$ cat src/rtl/exec_trace_pkg.sv
// Shared state/status encodings and helpers for the execution trace monitor.
package exec_trace_pkg;

    typedef logic [1:0] state_t;

    localparam state_t ST_IDLE    = 2'd0;
    localparam state_t ST_RUN     = 2'd1;
    localparam state_t ST_DONE    = 2'd2;
    localparam state_t ST_TIMEOUT = 2'd3;

    localparam int unsigned DROP_W = 8;

    // Saturating increment for the drop counter.
    function automatic logic [DROP_W-1:0] sat_inc(input logic [DROP_W-1:0] v);
        return (v == {DROP_W{1'b1}}) ? v : v + DROP_W'(1);
    endfunction

endpackage

$ cat src/rtl/trace_fifo.sv
// Synchronous FIFO with flush, occupancy level and wrap-around pointers.
// DEPTH must be a power of two; a push when full is accepted only alongside a pop.
module trace_fifo #(
    parameter int unsigned WIDTH = 17,
    parameter int unsigned DEPTH = 16
) (
    input  logic                       clk_i,
    input  logic                       rst_ni,
    input  logic                       flush_i,
    input  logic                       push_i,
    input  logic                       pop_i,
    input  logic [WIDTH-1:0]           wdata_i,
    output logic [WIDTH-1:0]           rdata_o,
    output logic                       full_o,
    output logic                       empty_o,
    output logic [$clog2(DEPTH+1)-1:0] level_o
);
    localparam int unsigned PTR_W = (DEPTH > 1) ? $clog2(DEPTH) : 1;
    localparam int unsigned LVL_W = $clog2(DEPTH + 1);

    logic [WIDTH-1:0] mem_q [DEPTH];
    logic [PTR_W-1:0] wr_ptr_q, wr_ptr_d, rd_ptr_q, rd_ptr_d;
    logic [LVL_W-1:0] level_q, level_d;
    logic             do_push, do_pop;

    assign full_o  = (level_q == LVL_W'(DEPTH));
    assign empty_o = (level_q == '0);
    assign do_pop  = pop_i & ~empty_o & ~flush_i;
    assign do_push = push_i & (~full_o | do_pop) & ~flush_i;

    always_comb begin
        wr_ptr_d = wr_ptr_q;
        rd_ptr_d = rd_ptr_q;
        level_d  = level_q;
        if (flush_i) begin
            wr_ptr_d = '0;
            rd_ptr_d = '0;
            level_d  = '0;
        end else begin
            if (do_push) wr_ptr_d = wr_ptr_q + PTR_W'(1);
            if (do_pop)  rd_ptr_d = rd_ptr_q + PTR_W'(1);
            unique case ({do_push, do_pop})
                2'b10:   level_d = level_q + LVL_W'(1);
                2'b01:   level_d = level_q - LVL_W'(1);
                default: level_d = level_q;
            endcase
        end
    end

    always_ff @(posedge clk_i or negedge rst_ni) begin
        if (!rst_ni) begin
            wr_ptr_q <= '0;
            rd_ptr_q <= '0;
            level_q  <= '0;
        end else begin
            wr_ptr_q <= wr_ptr_d;
            rd_ptr_q <= rd_ptr_d;
            level_q  <= level_d;
        end
    end

    // Storage needs no reset: validity is tracked by level_q alone.
    always_ff @(posedge clk_i) begin
        if (do_push) mem_q[wr_ptr_q] <= wdata_i;
    end

    assign rdata_o = mem_q[rd_ptr_q];
    assign level_o = level_q;

endmodule

$ cat src/rtl/exec_trace_monitor.sv
// Captures retiring instructions into a trace FIFO during a run, with watchdog and drop accounting.
// Define EXEC_TRACE_RF_FILTER_EN to capture only commits that write the register file.
module exec_trace_monitor
    import exec_trace_pkg::*;
#(
    parameter int unsigned PC_W   = 8,
    parameter int unsigned DATA_W = 8,
    parameter int unsigned DEPTH  = 16,
    parameter int unsigned TO_W   = 20
) (
    input  logic                         clk,
    input  logic                         reset,
    input  logic                         start,
    input  logic                         commit_valid,
    input  logic [PC_W-1:0]              commit_pc,
    input  logic                         commit_rf_we,
    input  logic [DATA_W-1:0]            commit_rf_data,
    input  logic                         cpu_done,
    input  logic [TO_W-1:0]              timeout_limit,
    output logic                         trace_valid,
    input  logic                         trace_ready,
    output logic [PC_W+DATA_W:0]         trace_data,
    output logic [$clog2(DEPTH+1)-1:0]   level,
    output logic [1:0]                   status,
    output logic                         overflow,
    output logic [7:0]                   drop_cnt
);
    localparam int unsigned ENTRY_W = PC_W + DATA_W + 1;

    state_t             state_q, state_d;
    logic [TO_W-1:0]    wd_q, wd_d;
    logic               overflow_q, overflow_d;
    logic [DROP_W-1:0]  drop_q, drop_d;
    logic               flush_c, capture_c, pop_c, drop_c, commit_en_c;
    logic               fifo_full, fifo_empty;

`ifdef EXEC_TRACE_RF_FILTER_EN
    assign commit_en_c = commit_valid & commit_rf_we;
`else
    assign commit_en_c = commit_valid;
`endif

    assign capture_c = (state_q == ST_RUN) & commit_en_c;
    assign pop_c     = ~fifo_empty & trace_ready;
    assign drop_c    = capture_c & fifo_full & ~pop_c;

    // Next state; cpu_done takes priority over the watchdog.
    always_comb begin
        state_d    = state_q;
        wd_d       = wd_q;
        overflow_d = overflow_q;
        drop_d     = drop_q;
        flush_c    = 1'b0;
        unique case (state_q)
            ST_RUN: begin
                wd_d = wd_q + TO_W'(1);
                if (cpu_done) begin
                    state_d = ST_DONE;
                end else if ((timeout_limit != '0) && (wd_q == timeout_limit)) begin
                    state_d = ST_TIMEOUT;
                end
            end
            default: begin
                if (start) begin
                    state_d    = ST_RUN;
                    flush_c    = 1'b1;
                    wd_d       = '0;
                    overflow_d = 1'b0;
                    drop_d     = '0;
                end
            end
        endcase
        if (drop_c) begin
            overflow_d = 1'b1;
            drop_d     = sat_inc(drop_q);
        end
    end

    always_ff @(posedge clk or negedge reset) begin
        if (!reset) begin
            state_q    <= ST_IDLE;
            wd_q       <= '0;
            overflow_q <= 1'b0;
            drop_q     <= '0;
        end else begin
            state_q    <= state_d;
            wd_q       <= wd_d;
            overflow_q <= overflow_d;
            drop_q     <= drop_d;
        end
    end

    trace_fifo #(
        .WIDTH (ENTRY_W),
        .DEPTH (DEPTH)
    ) u_fifo (
        .clk_i   (clk),
        .rst_ni  (reset),
        .flush_i (flush_c),
        .push_i  (capture_c),
        .pop_i   (pop_c),
        .wdata_i ({commit_rf_we, commit_pc, commit_rf_data}),
        .rdata_o (trace_data),
        .full_o  (fifo_full),
        .empty_o (fifo_empty),
        .level_o (level)
    );

    assign trace_valid = ~fifo_empty;
    assign status      = state_q;
    assign overflow    = overflow_q;
    assign drop_cnt    = drop_q;

endmodule

$ cat config.mk
export PLATFORM = sky130hd
export DESIGN_NAME = exec_trace_monitor
export DESIGN_NICKNAME = d
export VERILOG_FILES = /design/src/rtl/exec_trace_pkg.sv /design/src/rtl/trace_fifo.sv /design/src/rtl/exec_trace_monitor.sv
export SDC_FILE = /design/constraint.sdc
export NUM_CORES = 1
export LEC_CHECK = 0
export CAP_MARGIN = 10
export CORE_MARGIN = 2
export CORE_UTILIZATION = 55
export DETAILED_ROUTE_END_ITERATION = 10
export PLACE_DENSITY = 0.77
export SYNTH_ARGS = -nofsm -noshare
export SYNTH_HDL_FRONTEND = slang
export SYNTH_SLANG_ARGS = --single-unit
$ cat constraint.sdc
create_clock -name clk -period 3.2 [get_ports clk]
set_input_delay 0.96 -clock clk [delete_from_list [all_inputs] [get_ports clk]]
set_output_delay 0.96 -clock clk [all_outputs]
set_load 0.01 [all_outputs]
**Word level (Yosys, flattened, before mapping)**

Memories as Yosys holds them, arrays and structs flattened.
Index checks and enable logic that the tools add are counted.

- Bits in latches: 0
- Memories: 1
- Logic and storage cells: 70
- Bits in registers: 44
- Output and inout bits: 34
- Input port bits: 43
- Bits in writable memories: 272
- Memory bits (read-only): 0

Memories:

| name | depth | bits a word | read ports | clocked after Yosys merged registers in | write ports | RTL line | source |
|---|---|---|---|---|---|---|---|
| u_fifo.mem_q | 16 | 17 | 1 | 0 | 1 | trace_fifo.sv:21 | `logic [WIDTH-1:0] mem_q [DEPTH];` |

- Reductions and logical operators: 11
- Equal/unequal tests: 9
- Bitwise gates (word level): 13
- Divide/modulo/power cells: 0
- Shift operators: 0
- Multipliers: 0
- Mux-type cells: 23
- $add $sub $neg: 6
- Magnitude comparators: 0

Operators by type and width:

| kind | number |
|---|---|
| two-way mux 20 bit | 2 |
| two-way mux 8 bit | 4 |
| adder 20 x 1 -> 20 bit (second input constant) | 1 |
| equality test 20 bit | 1 |
| nonzero test 20 bit | 1 |
| two-way mux 4 bit | 4 |
| one-hot mux 5 bit (2 select lines) | 1 |
| adder 4 x 1 -> 4 bit (second input constant) | 2 |
| adder 8 x 1 -> 8 bit (second input constant) | 1 |
| bitwise AND 1 bit | 8 |
| equality test 8 bit (second input constant) | 1 |
| two-way mux 2 bit | 4 |
| nonzero test 2 bit | 4 |
| two-way mux 1 bit | 7 |
| adder 5 x 1 -> 5 bit (second input constant) | 1 |
| equality test 5 bit (second input constant) | 1 |
| zero test 5 bit | 1 |
| two-way mux 5 bit | 1 |
| subtractor 5 x 1 -> 5 bit (second input constant) | 1 |
| equality test 2 x 1 -> 1 bit (second input constant) | 2 |
| inequality test 2 bit (second input constant) | 2 |
| NOT 1 bit | 4 |
| AND reduction 2 bit | 2 |
| inequality test 3 x 2 -> 1 bit (second input constant) | 1 |
| other kinds (5) | 5 |

**Depth between registers and ports, before layout**

- Depth after elaboration: 11
- Depth in mapped cells: 11
- Depth with buffers taken out: 10

**Modules after synthesis**

Synthesis repeated with hierarchy kept, for this count alone.

- Cell total of the unflattened synthesis: 801
- Area, all modules: 13153.9 um^2

Modules (own cells, without submodules):

| module | area each (um^2) | instances | sequential area each (um^2) | cells an instance |
|---|---|---|---|---|
| trace_fifo | 11339.6 | 1 | 8493.1 | 607 |
| exec_trace_monitor | 1814.2 | 1 | 775.7 | 194 |

**Worst setup path before layout**

No wires, ideal clock.

- Path type: input port to flip-flop
- Start point: in commit_valid
- End point: mem u_fifo.mem_q[10][0] (enable)
- Data required time: 2788 ps
- Data arrival time: 2892 ps
- Path buffers: 2
- Setup slack: -105 ps
- Stages: 6
- Library setup time: 412 ps
- Cells stage by stage: and3b_1 -> buf_2 -> o31a_1 -> buf_2 -> nand2_1 -> nor3_1

- Cells in the longest elaborated chain, start to end: 5

Ends and longest elaborated chain:

| element | RTL line | source |
|---|---|---|
| from (decl) | exec_trace_monitor.sv:14 | `input logic commit_valid,` |
| bitwise AND 1 bit | exec_trace_monitor.sv:43 | `assign capture_c = (state_q == ST_RUN) & commit_en_c;` |
| bitwise AND 1 bit (2 in a row) | trace_fifo.sv:29 | `assign do_push = push_i & (~full_o \| do_pop) & ~flush_i;` |
| two-way mux 1 bit | trace_fifo.sv:64 | `if (do_push) mem_q[wr_ptr_q] <= wdata_i;` |
| two-way mux 1 bit (not written as such) | trace_fifo.sv:64 |  |
| to (decl) | trace_fifo.sv:21 |  |

Every way passes these cells.

**Worst setup path after layout**

- Start point: reg u_fifo.rd_ptr_q[0]
- End point: out trace_data[13]

- Cells in the longest elaborated chain, start to end: 1

Ends and longest elaborated chain:

| element | RTL line | source |
|---|---|---|
| from (decl) | trace_fifo.sv:22 | `logic [PTR_W-1:0] wr_ptr_q, wr_ptr_d, rd_ptr_q, rd_ptr_d;` |
| from (signal assigned) | trace_fifo.sv:57 | `rd_ptr_q <= rd_ptr_d;` |
| memory (16 x 17 bit) | - |  |
| to (decl) | exec_trace_monitor.sv:22 | `output logic [PC_W+DATA_W:0] trace_data,` |

Every way passes these cells.

==> flow_summary.ini <==
[critical_path]
reg2reg_slack_ns = 0.55
cp_slowest_stage_delay_ns = 0.47
setup.worst_path.start_class = flip-flop
slowest_stage = dfrtp_4
required_ns = 2.24
timing.rr.end = u_fifo.level_o[4]
worst-r2r-cell-count = 10
arrival_ns = 2.48
path_cells = buf_12 > buf_12 > buf_12 > mux2i_4 > a221oi_4 > a21o_1 > a221o_1 > buf_2
worstSetupEndpointType = primary output
critPathKind = reg2out
crit_path_frequent_cell = buf_12
critPathMaxFanout = 8
reg2reg_from = status[1]

[timing]
setup_viol = 17
timing.final.crit_share = 1.075
hold_viol_final = 0
max_freq_ghz = 0.2906
max-slew-margin-rel = 0.5548
rsz0062_at_grt = true
finalWorstSetupSlack_ns = -0.2413
drv_slew = 0
period_needed_ns = 3.441
worst_clock_skew_ns = 0.01200
tightest_slew_ns = 0.6679

[pwr]
power_frac_clock = 0.296
power_frac_comb = 0.301
p_sw_uw = 3392
leakage_uw = 0.005584
power.internal_uw = 8668
power.density_nw_per_um2 = 744.8
pwr-share-seq = 0.404
sw_frac_of_total = 0.2812
ir_worst_vdd_uv = 512.4

[placement]
place.gp.congestion = 0.8893
io_buffer_count = 76
dp.cells = 1198
dp_hpwl_um = 17830
place_ws_ns = -0.2784

[global_route]
overflow = 0
grt_pass1_wl_um = 45090
track_usage = 0.2416
grt_pass1_vias = 7806
antenna_found_initial = 0
grt_start_max_net_pins = 27

[clock_tree]
ctsHoldBuffers = 0
clock_sinks = 316
cts_root_buffer = clkbuf_16
htree_levels = 1
ctsLongestPathBuffers = 3
clk_pin_slew_ns = 0.06
cts_tree = built
clk_latency_ns = 0.54
cts_buffers = 31

[synthesis]
synth_edf_count = 272
synth_area_leaders = edfxtp_1, mux4_2, dfrtp_1
synth-main-ff-cell = edfxtp_1
netlist_instances = 773
syn_nets = 825
synth_top_area_frac = 0.6231
ys_async_sr_fraction = 0.1392
synth_cell_types = 49
ys_warn_count = 0
syn_avg_cell_area_um2 = 16.96
syn_area_um2 = 13110
synth_top_area_cell = edfxtp_1
ys_seq_elements = 316
ys_seq_area_frac = 0.7071

[cells_and_area]
stdcell_count = 1270
area.growth.synth_to_final_pct = 23.52
final_common_cell = edfxtp_1
n_fill_cell = 1522
nets = 980
final_cell_mix = edfxtp_1, clkdlybuf4s50_1, nand2_1, mux4_2, buf_4
diodes = 0
drive_above_1_share = 0.2713

[routing]
wl_per_cell_um = 23.28
first_pass_iters = 5
vias = 7606
avgViaCountPerCell = 5.989
wirelength_um = 29570
drc = 0
initialDrtViolationCount = 528
antenna_left = 0

[floorplan]
dieArea_um2 = 25090
ioPinCount = 77
coreArea_um2 = 23400
die_w_um = 158.4
die_h_um = 158.4
floorplan.rows = 56
start_util = 0.5601

[run]
max_cap_viol_count = 0

[status]
outcome = finished with violations
violations = setup timing

[min_path]
hold_class = in2async
power groups by stage:
stage / clock [µW] / combinational [µW] / sequential (µW)
6_report: 3560 / 3630 / 4870
5_1_grt: 3760 / 3870 / 4890
4_1_cts: 3610 / 3500 / 4860
3_5_place_dp: 0 / 3290 / 4960
3_3_place_gp: 0 / 3230 / 4950
2_1_floorplan: 0 / 2020 / 4890
per-layer routing:
layer,up-vias,track usage,share of wire
met5,-,0,0
met4,0,0.07679,0.025
met3,47,0.03348,0.058
met2,286,0.4224,0.52
met1,3893,0.3167,0.40
li1,3380,-,-
layout make-up:
type | count | area (µm²) | area share
Timing Repair Buffer | 156 | 1580 | 0.09760
Inverter | 14 | 52.55 | 0.003245
Clock buffer | 33 | 783.3 | 0.04837
Clock inverter | 23 | 216.5 | 0.01337
Multi-Input combinational cell | 409 | 3886 | 0.2400
Tap cell | 319 | 399.1 | 0.02465
Sequential cell | 316 | 9274 | 0.5728
cell families (layout without fill, tap and decap cells):
logic type | Yosys count | after routing | synth area share
xor+xnor | 33 | 33 | 0.02205
buf+inv | 48 | 226 | 0.01613
compound gates | 99 | 99 | 0.05288
fa+ha+maj | 9 | 9 | 0.008590
simple gates | 168 | 168 | 0.06748
mux | 100 | 100 | 0.1258
flops | 316 | 316 | 0.7071
sequential cells by signal, indices dropped and copies added, names as in the netlist:
register,flops
u_fifo.mem_q,272
wd_q,20
drop_cnt,8
u_fifo.level_o,5
u_fifo.rd_ptr_q,4
u_fifo.wr_ptr_q,4
status,2
overflow,1
how the worst max path moves through the flow:
stage	from	endpoint	slack, ns	cells after the start
3_5_place_dp	commit_valid	u_fifo.level_o[4]	-0.28	11
3_3_place_gp	commit_valid	u_fifo.level_o[4]	-0.23	11
2_1_floorplan	commit_valid	u_fifo.mem_q[10][0]	-0.10	6
5_1_grt	u_fifo.rd_ptr_q[0]	trace_data[13]	-0.32	8
6_report	u_fifo.rd_ptr_q[0]	trace_data[13]	-0.24	8
4_1_cts	u_fifo.rd_ptr_q[0]	trace_data[7]	-0.24	8
metrics by stage:
stage	setup TNS [ns]	power [µW]	area, µm²	hold slack [ns]	utilization
2_1_floorplan	-7.112	6906	13110	0.4646	-
3_5_place_dp	-0.2847	8241	14810	0.4740	0.6328
6_report	-2.925	12060	16190	0.3813	0.6919
3_3_place_gp	-0.2344	8177	14810	0.4645	0.6328
5_1_grt	-4.162	12530	16190	0.4157	0.6919
4_1_cts	-3.110	11980	16040	0.3871	0.6855
synth_stat cells, types with 5 or more instances:
cell type  number
mux4_2         51
nor3_1          8
inv_1          14
o21ai_0        24
edfxtp_1      272
nand2_1        52
dfrtp_1        44
a221oi_1       10
and2_1          9
mux2_2          8
a22oi_1         7
nand4_1         8
nand3_1        17
nor2b_1        19
a21oi_1        17
xor2_1         14
a221o_1        11
a21o_1         10
buf_2          13
mux2i_1        41
o31ai_1         5
ha_1            9
clkbuf_1       18
nor2_1         24
xnor2_1        19
nor4_1         10
critical path, delay by kind of cell, from the launching register on:
kind | cells | cell delay, ns
buf+inv | 4 | 0.59
compound gates | 3 | 0.57
flops | 1 | 0.47
mux | 1 | 0.29
what timing repair did:
item | 4_1_cts | 5_1_grt
gates resized for setup | 118 | 32
gates cloned | 2 | 0
buffers inserted | 12 | 4
pin swaps | 26 | 22
setup endpoints to repair | 17 | 17
(Power assumes the default switching activity.)
